## src/rtl/pwm_multi.sv

```systemverilog
// Multi-channel PWM generator: one shared edge- or center-aligned counter, per-channel
// duty compare, and a double-buffered (pending/active) configuration set.
module pwm_multi #(
  parameter int unsigned WIDTH    = 8,
  parameter int unsigned CHANNELS = 4
) (
  input  logic                      clk,
  input  logic                      rst,
  input  logic                      en,
  input  logic                      load,
  input  logic [WIDTH-1:0]          period_i,
  input  logic [CHANNELS*WIDTH-1:0] duty_i,
  input  logic                      mode_i,
  output logic [CHANNELS-1:0]       pwm_o,
  output logic                      cyc_o,
  output logic                      pend_o
);

  typedef enum logic {DirUp, DirDown} dir_e;

  dir_e                      r_dir, w_dir_nxt;
  logic [WIDTH-1:0]          r_cnt, w_cnt_nxt;
  logic [WIDTH-1:0]          r_act_period, w_act_period_nxt;
  logic [CHANNELS*WIDTH-1:0] r_act_duty, w_act_duty_nxt;
  logic                      r_act_mode, w_act_mode_nxt;
  logic [WIDTH-1:0]          r_pend_period, w_pend_period_nxt;
  logic [CHANNELS*WIDTH-1:0] r_pend_duty, w_pend_duty_nxt;
  logic                      r_pend_mode, w_pend_mode_nxt;
  logic                      r_pend, w_pend_nxt;
  logic [CHANNELS-1:0]       r_pwm, w_pwm_nxt;
  logic                      r_cyc, w_cyc_nxt;
  logic                      w_wrap;
  logic                      w_apply;

  always_comb begin
    w_wrap            = 1'b0;
    w_apply           = 1'b0;
    w_cnt_nxt         = r_cnt;
    w_dir_nxt         = r_dir;
    w_act_period_nxt  = r_act_period;
    w_act_duty_nxt    = r_act_duty;
    w_act_mode_nxt    = r_act_mode;
    w_pend_period_nxt = r_pend_period;
    w_pend_duty_nxt   = r_pend_duty;
    w_pend_mode_nxt   = r_pend_mode;
    w_pend_nxt        = r_pend;
    w_pwm_nxt         = '0;
    w_cyc_nxt         = 1'b0;

    // Periods of 0 or 1 never reach the down phase in center mode, so they wrap at the top.
    if (r_act_mode) begin
      w_wrap = (r_dir == DirDown && r_cnt == WIDTH'(1)) ||
               (r_cnt == r_act_period && r_act_period <= WIDTH'(1));
    end else begin
      w_wrap = (r_cnt == r_act_period);
    end

    if (!en) begin
      w_cnt_nxt = '0;
      w_dir_nxt = DirUp;
    end else if (w_wrap) begin
      w_cnt_nxt = '0;
      w_dir_nxt = DirUp;
      w_cyc_nxt = 1'b1;
    end else if (!r_act_mode) begin
      w_cnt_nxt = r_cnt + WIDTH'(1);
    end else if (r_dir == DirUp) begin
      if (r_cnt == r_act_period) begin
        w_cnt_nxt = r_cnt - WIDTH'(1);
        w_dir_nxt = DirDown;
      end else begin
        w_cnt_nxt = r_cnt + WIDTH'(1);
      end
    end else begin
      w_cnt_nxt = r_cnt - WIDTH'(1);
    end

    for (int unsigned k = 0; k < CHANNELS; k++) begin
      w_pwm_nxt[k] = en && (r_cnt < r_act_duty[k*WIDTH +: WIDTH]);
    end

    if (load) begin
      w_pend_period_nxt = period_i;
      w_pend_duty_nxt   = duty_i;
      w_pend_mode_nxt   = mode_i;
      w_pend_nxt        = 1'b1;
    end

    // A load coinciding with an apply point bypasses the pending registers.
    w_apply = (!en || w_wrap) && (r_pend || load);
    if (w_apply) begin
      w_act_period_nxt = load ? period_i : r_pend_period;
      w_act_duty_nxt   = load ? duty_i   : r_pend_duty;
      w_act_mode_nxt   = load ? mode_i   : r_pend_mode;
      w_pend_nxt       = 1'b0;
      w_dir_nxt        = DirUp;
    end
  end

  always_ff @(posedge clk or posedge rst) begin
    if (rst) begin
      r_cnt         <= '0;
      r_dir         <= DirUp;
      r_act_period  <= '1;
      r_act_duty    <= '0;
      r_act_mode    <= 1'b0;
      r_pend_period <= '0;
      r_pend_duty   <= '0;
      r_pend_mode   <= 1'b0;
      r_pend        <= 1'b0;
      r_pwm         <= '0;
      r_cyc         <= 1'b0;
    end else begin
      r_cnt         <= w_cnt_nxt;
      r_dir         <= w_dir_nxt;
      r_act_period  <= w_act_period_nxt;
      r_act_duty    <= w_act_duty_nxt;
      r_act_mode    <= w_act_mode_nxt;
      r_pend_period <= w_pend_period_nxt;
      r_pend_duty   <= w_pend_duty_nxt;
      r_pend_mode   <= w_pend_mode_nxt;
      r_pend        <= w_pend_nxt;
      r_pwm         <= w_pwm_nxt;
      r_cyc         <= w_cyc_nxt;
    end
  end

  assign pwm_o  = r_pwm;
  assign cyc_o  = r_cyc;
  assign pend_o = r_pend;

endmodule

```

## config.mk

```make
export PLATFORM = sky130hd
export DESIGN_NAME = pwm_multi
export DESIGN_NICKNAME = d
export VERILOG_FILES = /design/src/rtl/pwm_multi.sv
export SDC_FILE = /design/constraint.sdc
export NUM_CORES = 1
export LEC_CHECK = 0
export CORE_UTILIZATION = 45
export CTS_BUF_LIST = sky130_fd_sc_hd__clkbuf_8 sky130_fd_sc_hd__clkbuf_16
export DETAILED_ROUTE_END_ITERATION = 10
export PLACE_DENSITY = 0.77
export SYNTH_ARGS = -nofsm -noshare
export SYNTH_HDL_FRONTEND = slang
export SYNTH_SLANG_ARGS = --single-unit
```

## constraint.sdc

```tcl
create_clock -name clk -period 8.4 [get_ports clk]
set_input_delay 1.68 -clock clk [delete_from_list [all_inputs] [get_ports clk]]
set_output_delay 1.68 -clock clk [all_outputs]
set_load 0.1 [all_outputs]
```

==> metrics.csv <==
stage;metric;value;unit
status;status;finished, final reports clean;
placement;final RePlAce weighted congestion;0.776;
worst_setup_path;CP startpoint kind;register;
synthesis;ys flop type;dfrtp_1;
placement;area post-placement;5420;µm²
global_routing;total global-route track usage;17.0;%
route;Iteration-0 DRC Markers;145;
worst_setup_path;worst setup path class;register to primary output;
placement;HPWL Detailed;6170;µm
sta;RSZ-0062 raised after global routing;false;
route;drt wl/cell;15.8;µm
clock_tree;Worst-Skew Late Latency;360;ps
synthesis;Async SR Flop Fraction;100;%
floorplan;die height;106;µm
cells_and_area;layout cells sized above 1;25.9;%
min_path;HP Class;register to register;
sta;setup_tns;0;ps
sta;Slew @ Worst Pin;982;ps
power;Power Density;204;nW/µm²
synthesis;Net Count, Synth;453;
synthesis;Distinct cells, synth;38;
worst_setup_path;CP max FO;3;
flow_run;Max-cap violations;0;
worst_setup_path;Critical Path RT;6720;ps
cells_and_area;post-route cell area;5620;µm²
cells_and_area;Fill cells;869;
synthesis;top cell type by total area after synthesis;dfrtp_1;
placement;PortBufs;50;
worst_setup_path;CP delay by family, top;buffers and inverters;
synthesis;top cells by area, synth;dfrtp_1 (46%), mux2_4 (12%), mux2_2 (9.7%);
sta;max_slew headroom;34.5;%
route;post-route antenna net violation count;0;
sta;Tcrit/Tclk final;42.9;%
cells_and_area;Nets;500;
synthesis;number of synthesized flops with an enable pin;0;
global_routing;grt total ovfl;0;
clock_tree;PostCTS Resize Cnt;0;
clock_tree;setup bufs post-CTS;0;
route;via count;2961;
clock_tree;# H-tree levels;3;
synthesis;syn avg cell area;12.9;µm²
route;DR pass1 iterations;4;
floorplan;# rows;37;
worst_setup_path;Crit. End Element;primary output;
synthesis;mapped cell area;4880;µm²
synthesis;post-synthesis cell count;377;
global_routing;vias in the first global route;3152;
global_routing;global-route wire length before repair;14900;µm
clock_tree;Clock Sinks;97;
floorplan;Core ar.;10400;µm²
sta;Max Slew Vio Count;0;
clock_tree;CTS clk-pin slew, worst paths;90;ps
clock_tree;CTS tree;done;
sta;Fin. Hold Viols;0;
floorplan;die width;106;µm
clock_tree;TritonCTS Buffers;9;
cells_and_area;Reg area;2440;µm²
power;Leakage;0.00263;µW
floorplan;die area;11300;µm²
route;Avg Vias per Cell;5.24;
cells_and_area;Inserted Diodes;0;
clock_tree;clock root cell;clkbuf_8;
global_routing;largest net degree at the start of global routing;53;
cells_and_area;area of the multi-input gates;2180;µm²
route;DRC errors left;0;
power;Max VDD drop;0.0000821;V
worst_setup_path;Critical path buffers and inverters;1;
sta;fmax;277;MHz
synthesis;Yosys top cell area share;45.7;%
cells_and_area;P&R area growth vs syn;15.2;%
worst_setup_path;critical path arrival;1930;ps
sta;# setup viols final;0;
floorplan;# IOs;51;
power;Overall Power;1150;µW
route;final WL;8910;µm
sta;Final Worst Setup Slack;4790;ps
sta;clk_skew;11.6;ps
synthesis;Ys Warns;0;
synthesis;post-synthesis register bit count;97;
synthesis;sequential area share after synthesis;50.0;%
placement;Setup WS pre-CTS;4510;ps
sta;post-route minimum period;3610;ps
worst_setup_path;Critical Path Max Stage Delay;1150;ps
clock_tree;# hold bufs at CTS;0;
global_routing;initial antenna violation count;0;
floorplan;Starting Density;46.8;%
clock_tree;Clock Path Buffers;2;
worst_setup_path;Cell Chain, Critical Path;clkdlybuf4s50_1;
worst_setup_path;CP max stage cell;clkdlybuf4s50_1;
==> flip-flops by register name, summed over array words and instances, names as in the netlist <==
signal         cells
cyc_o              1
pend_o             1
pwm_o              4
r_act_duty        32
r_act_mode         1
r_act_period       8
r_cnt              8
r_dir              1
r_pend_duty       32
r_pend_mode        1
r_pend_period      8
==> worst paths after layout <==
kind	from	slack [ps]	endpoint	depth (start not counted)
max	pend_o	4790	pend_o	1
min	r_pend_duty[28]	500	r_pend_duty[28]	1
max reg2reg	r_cnt[2]	5250	r_act_duty[12]	6
min reg2reg	r_pend_duty[28]	500	r_pend_duty[28]	1
max in group asynchronous	rst	5550	r_act_duty[31]	3
min in group asynchronous	rst	1730	r_act_duty[22]	2
==> cells in the final DEF, fill, tap and decap left out, types with 2 or more instances in the layout <==
cell type         n
a211oi_1          5
a21boi_0          3
a21o_1            8
a21oi_1           4
and3_1            5
and4_1            2
clkbuf_8          9
clkdlybuf4s50_1  49
clkinv_2          2
clkinvlp_4        2
dfrtp_1          89
dfstp_2           8
ha_1             31
inv_1            35
mux2_2           42
mux2_4           40
nand2_1           7
nand2b_1          4
nand3_1           4
nand4_1           2
nor2_1           17
nor2b_1           4
nor3_1           13
nor3b_1           2
nor4_1            2
o211ai_1          4
o21a_1            5
o21ai_0          10
xnor2_1           8
==> kinds of logic after synthesis <==
group	share of synthesized area [%]
flops	50.0
mux	22.0
simple gates	7.36
buf+inv	5.36
compound gates	5.75
fa+ha+maj	7.95
xor+xnor	1.62
==> synthesized netlist by cell type, types with 7 or more instances <==
cell type,instances
dfrtp_1,89
mux2_2,42
mux2_4,40
inv_1,35
ha_1,31
nor2_1,17
nor3_1,13
o21ai_0,10
a21o_1,8
clkbuf_1,8
dfstp_2,8
xnor2_1,8
nand2_1,7
==> final cells by class <==
| class | instances | area share, % |
|---|---|---|
| Multi-Input combinational cell | 230 | 38.8 |
| Clock buffer | 9 | 2.20 |
| Timing Repair Buffer | 51 | 8.95 |
| Inverter | 35 | 2.36 |
| Tap cell | 136 | 3.03 |
| Clock inverter | 7 | 1.27 |
| Sequential cell | 97 | 43.4 |
==> where the power goes <==
part	switching, µW	internal (µW)	leakage (µW)	total (µW)
Sequential	49.1	540	0.00114	589
Combinational	115	145	0.00139	260
Clock	160	138	0.0000970	297
Total	324	822	0.00263	1150
==> through the flow <==
stage | hold slack (ps) | instances | utilization, %
after floorplan | 468 | 377 | -
after global placement | 484 | 549 | 52.1
after detailed placement | 486 | 549 | 52.1
after CTS | 508 | 565 | 53.9
after global routing | 520 | 565 | 53.9
final | 504 | 565 | 53.9
==> routing by layer <==
layer	wire, µm	part of all wire [%]	track usage, %
met4	148	1.7	6.05
met5	0	0	0
met2	4330	49	28.6
met3	415	4.7	4.48
met1	4010	45	21.1
Power figures use the tool's default switching activity.
==> patch: new RTL, same settings <==
Set the parameter `WIDTH` to 10 (it was 8).
--- a/src/rtl/pwm_multi.sv
+++ b/src/rtl/pwm_multi.sv
@@ -3,3 +3,3 @@
 module pwm_multi #(
-  parameter int unsigned WIDTH    = 8,
+  parameter int unsigned WIDTH    = 10,
   parameter int unsigned CHANNELS = 4
Ports: changed (resized duty_i and period_i); port bits go from 51 to 61. No check against the original RTL was run, so the function may have changed too.
==> patch against the original RTL <==
- sequential share of layout area fell by 1.7 points
- clock skew fell by 3.4 ps
- area after synthesis rose by 20%
- design area rose by 28%
- non-clock buffer count rose by 12
- sequential cell count rose by 22
- count of clock-buffer cells in the layout rose by 11
- wire length rose by 37%
- global-route usage rose by 2.8 points
- total power rose by 46%
- setup slack got worse by 480 ps
- hold slack got worse by 6.0 ps
- critical path depth rose by 6
- critical path type is now primary input to flop
- critical endpoint is now r_act_duty[20]
==> patch: results (changes against the original RTL) <==
Run status
  – Run status: finished, final reports clean

Layout
  – Area fraction of clock buffers and clock inverters: 0.08229 (+0.04754)
  – Post-layout instance count excluding filler cells: 745 (+32%)
  – Number of nets at the end of the flow: 655 (+31%)
  – Final-layout clock buffer total: 20 (+11)
  – Filler Cells Inserted: 1085 (+25%)
  – Fraction of standard cell area that is sequential: 0.4167 (-0.01719)
  – Non-clock inverter count: 46 (+31%)
  – Share of cells above drive strength 1: 0.2531 (-0.005687)
  – Non-CTS buffers: 63 (+24%)

GRT
  – Met3 Track Usage GR: 0.03892 (-0.005837)
  – Met1 Use GR: 0.2359 (+0.02444)
  – Largest net degree at the start of global routing: 68 (+28%)
  – Met2 GRT Util: 0.3460 (+0.06032)
  – Vias in the first global route: 4087 (+30%)
  – Global-route wire length before repair: 20020 um (+34%)

Drt
  – Total via count after detailed routing: 3937 (+33%)
  – WL met1: 5397 um (+35%)
  – Met3 Wirelength: 474 um (+14%)

Clock tree
  – Clock-pin slew on the worst setup and hold paths: 60 ps (-30 ps)
  – Library cell used as clock root buffer: sky130_fd_sc_hd__clkbuf_16
  – H-tree depth: 4 (+1)
  – Clock buffer count from CTS: 17 (+8)

Setup path
  – Critical Path Fanout Max: 67 (+64)
  – Crit path DAT: 4380 ps (+2450 ps)
  – Worst stage delay on the critical path: 800 ps (-350 ps)
  – Cell with the largest stage delay on the worst path: sky130_fd_sc_hd__buf_4

Placed design
  – Worst slack, placed: 3928 ps (-585.7 ps)
  – Port Buffer Count: 60 (+20%)
  – Post-DP Area: 6586 sq um (+21%)
  – Number of placed instances, taps included: 714 (+30%)
  – GPL Wtd Cong: 0.7985 (+2.9%)
  – Dpl hpwl: 7864 um (+27%)

Power
  – Clock distribution power: 0.716 mW (+140%)
  – Sw Pwr: 0.4359 mW (+35%)
  – Standby leakage power: 3.228 nW (+23%)
  – Max VDD drop: 0.0001215 V (+48%)

Logic synthesis
  – Sequential cell area fraction in the yosys report: 0.5105 (+0.01085)
  – Post-Syn Area: 5858 sq um (+20%)
  – Net count after synthesis: 594 (+31%)
  – Syn Area/Cell: 11.72 sq um (-9.5%)
  – Most numerous cell types in the synthesized netlist: sky130_fd_sc_hd__dfrtp_1 (109), sky130_fd_sc_hd__mux2_2 (52), sky130_fd_sc_hd__nor2_1 (47)

Timing
  – Max transition margin: 0.3505 (+0.005152)
  – Portion of the clock cycle consumed by the worst path in the final layout: 0.4864 (+0.05698)
## patch: worst paths after layout
check,slack [ps],cells after the start,startpoint,to
setup / recovery,4310,7,en,r_act_duty[20]
hold / removal,500,1,r_pend_duty[19],r_pend_duty[19]
setup reg to reg,4930,6,r_cnt[6],r_act_duty[20]
hold reg to reg,500,1,r_pend_duty[19],r_pend_duty[19]
max in group asynchronous,5390,3,rst,pwm_o[2]
min in group asynchronous,1760,2,rst,r_act_duty[33]
## patch: cells by family (layout without fill, tap and decap cells)
kind of cell / after synthesis / after routing / share of synthesized area
multiplexers: 65 / 65 / 0.1333
AO/OA/AOI/OAI: 93 / 93 / 0.1183
AND/OR/NAND/NOR: 105 / 105 / 0.08757
flip-flops: 119 / 119 / 0.5105
adder cells (fa/ha/maj): 39 / 39 / 0.08330
buffers and inverters: 67 / 140 / 0.04912
XOR/XNOR: 12 / 12 / 0.01794
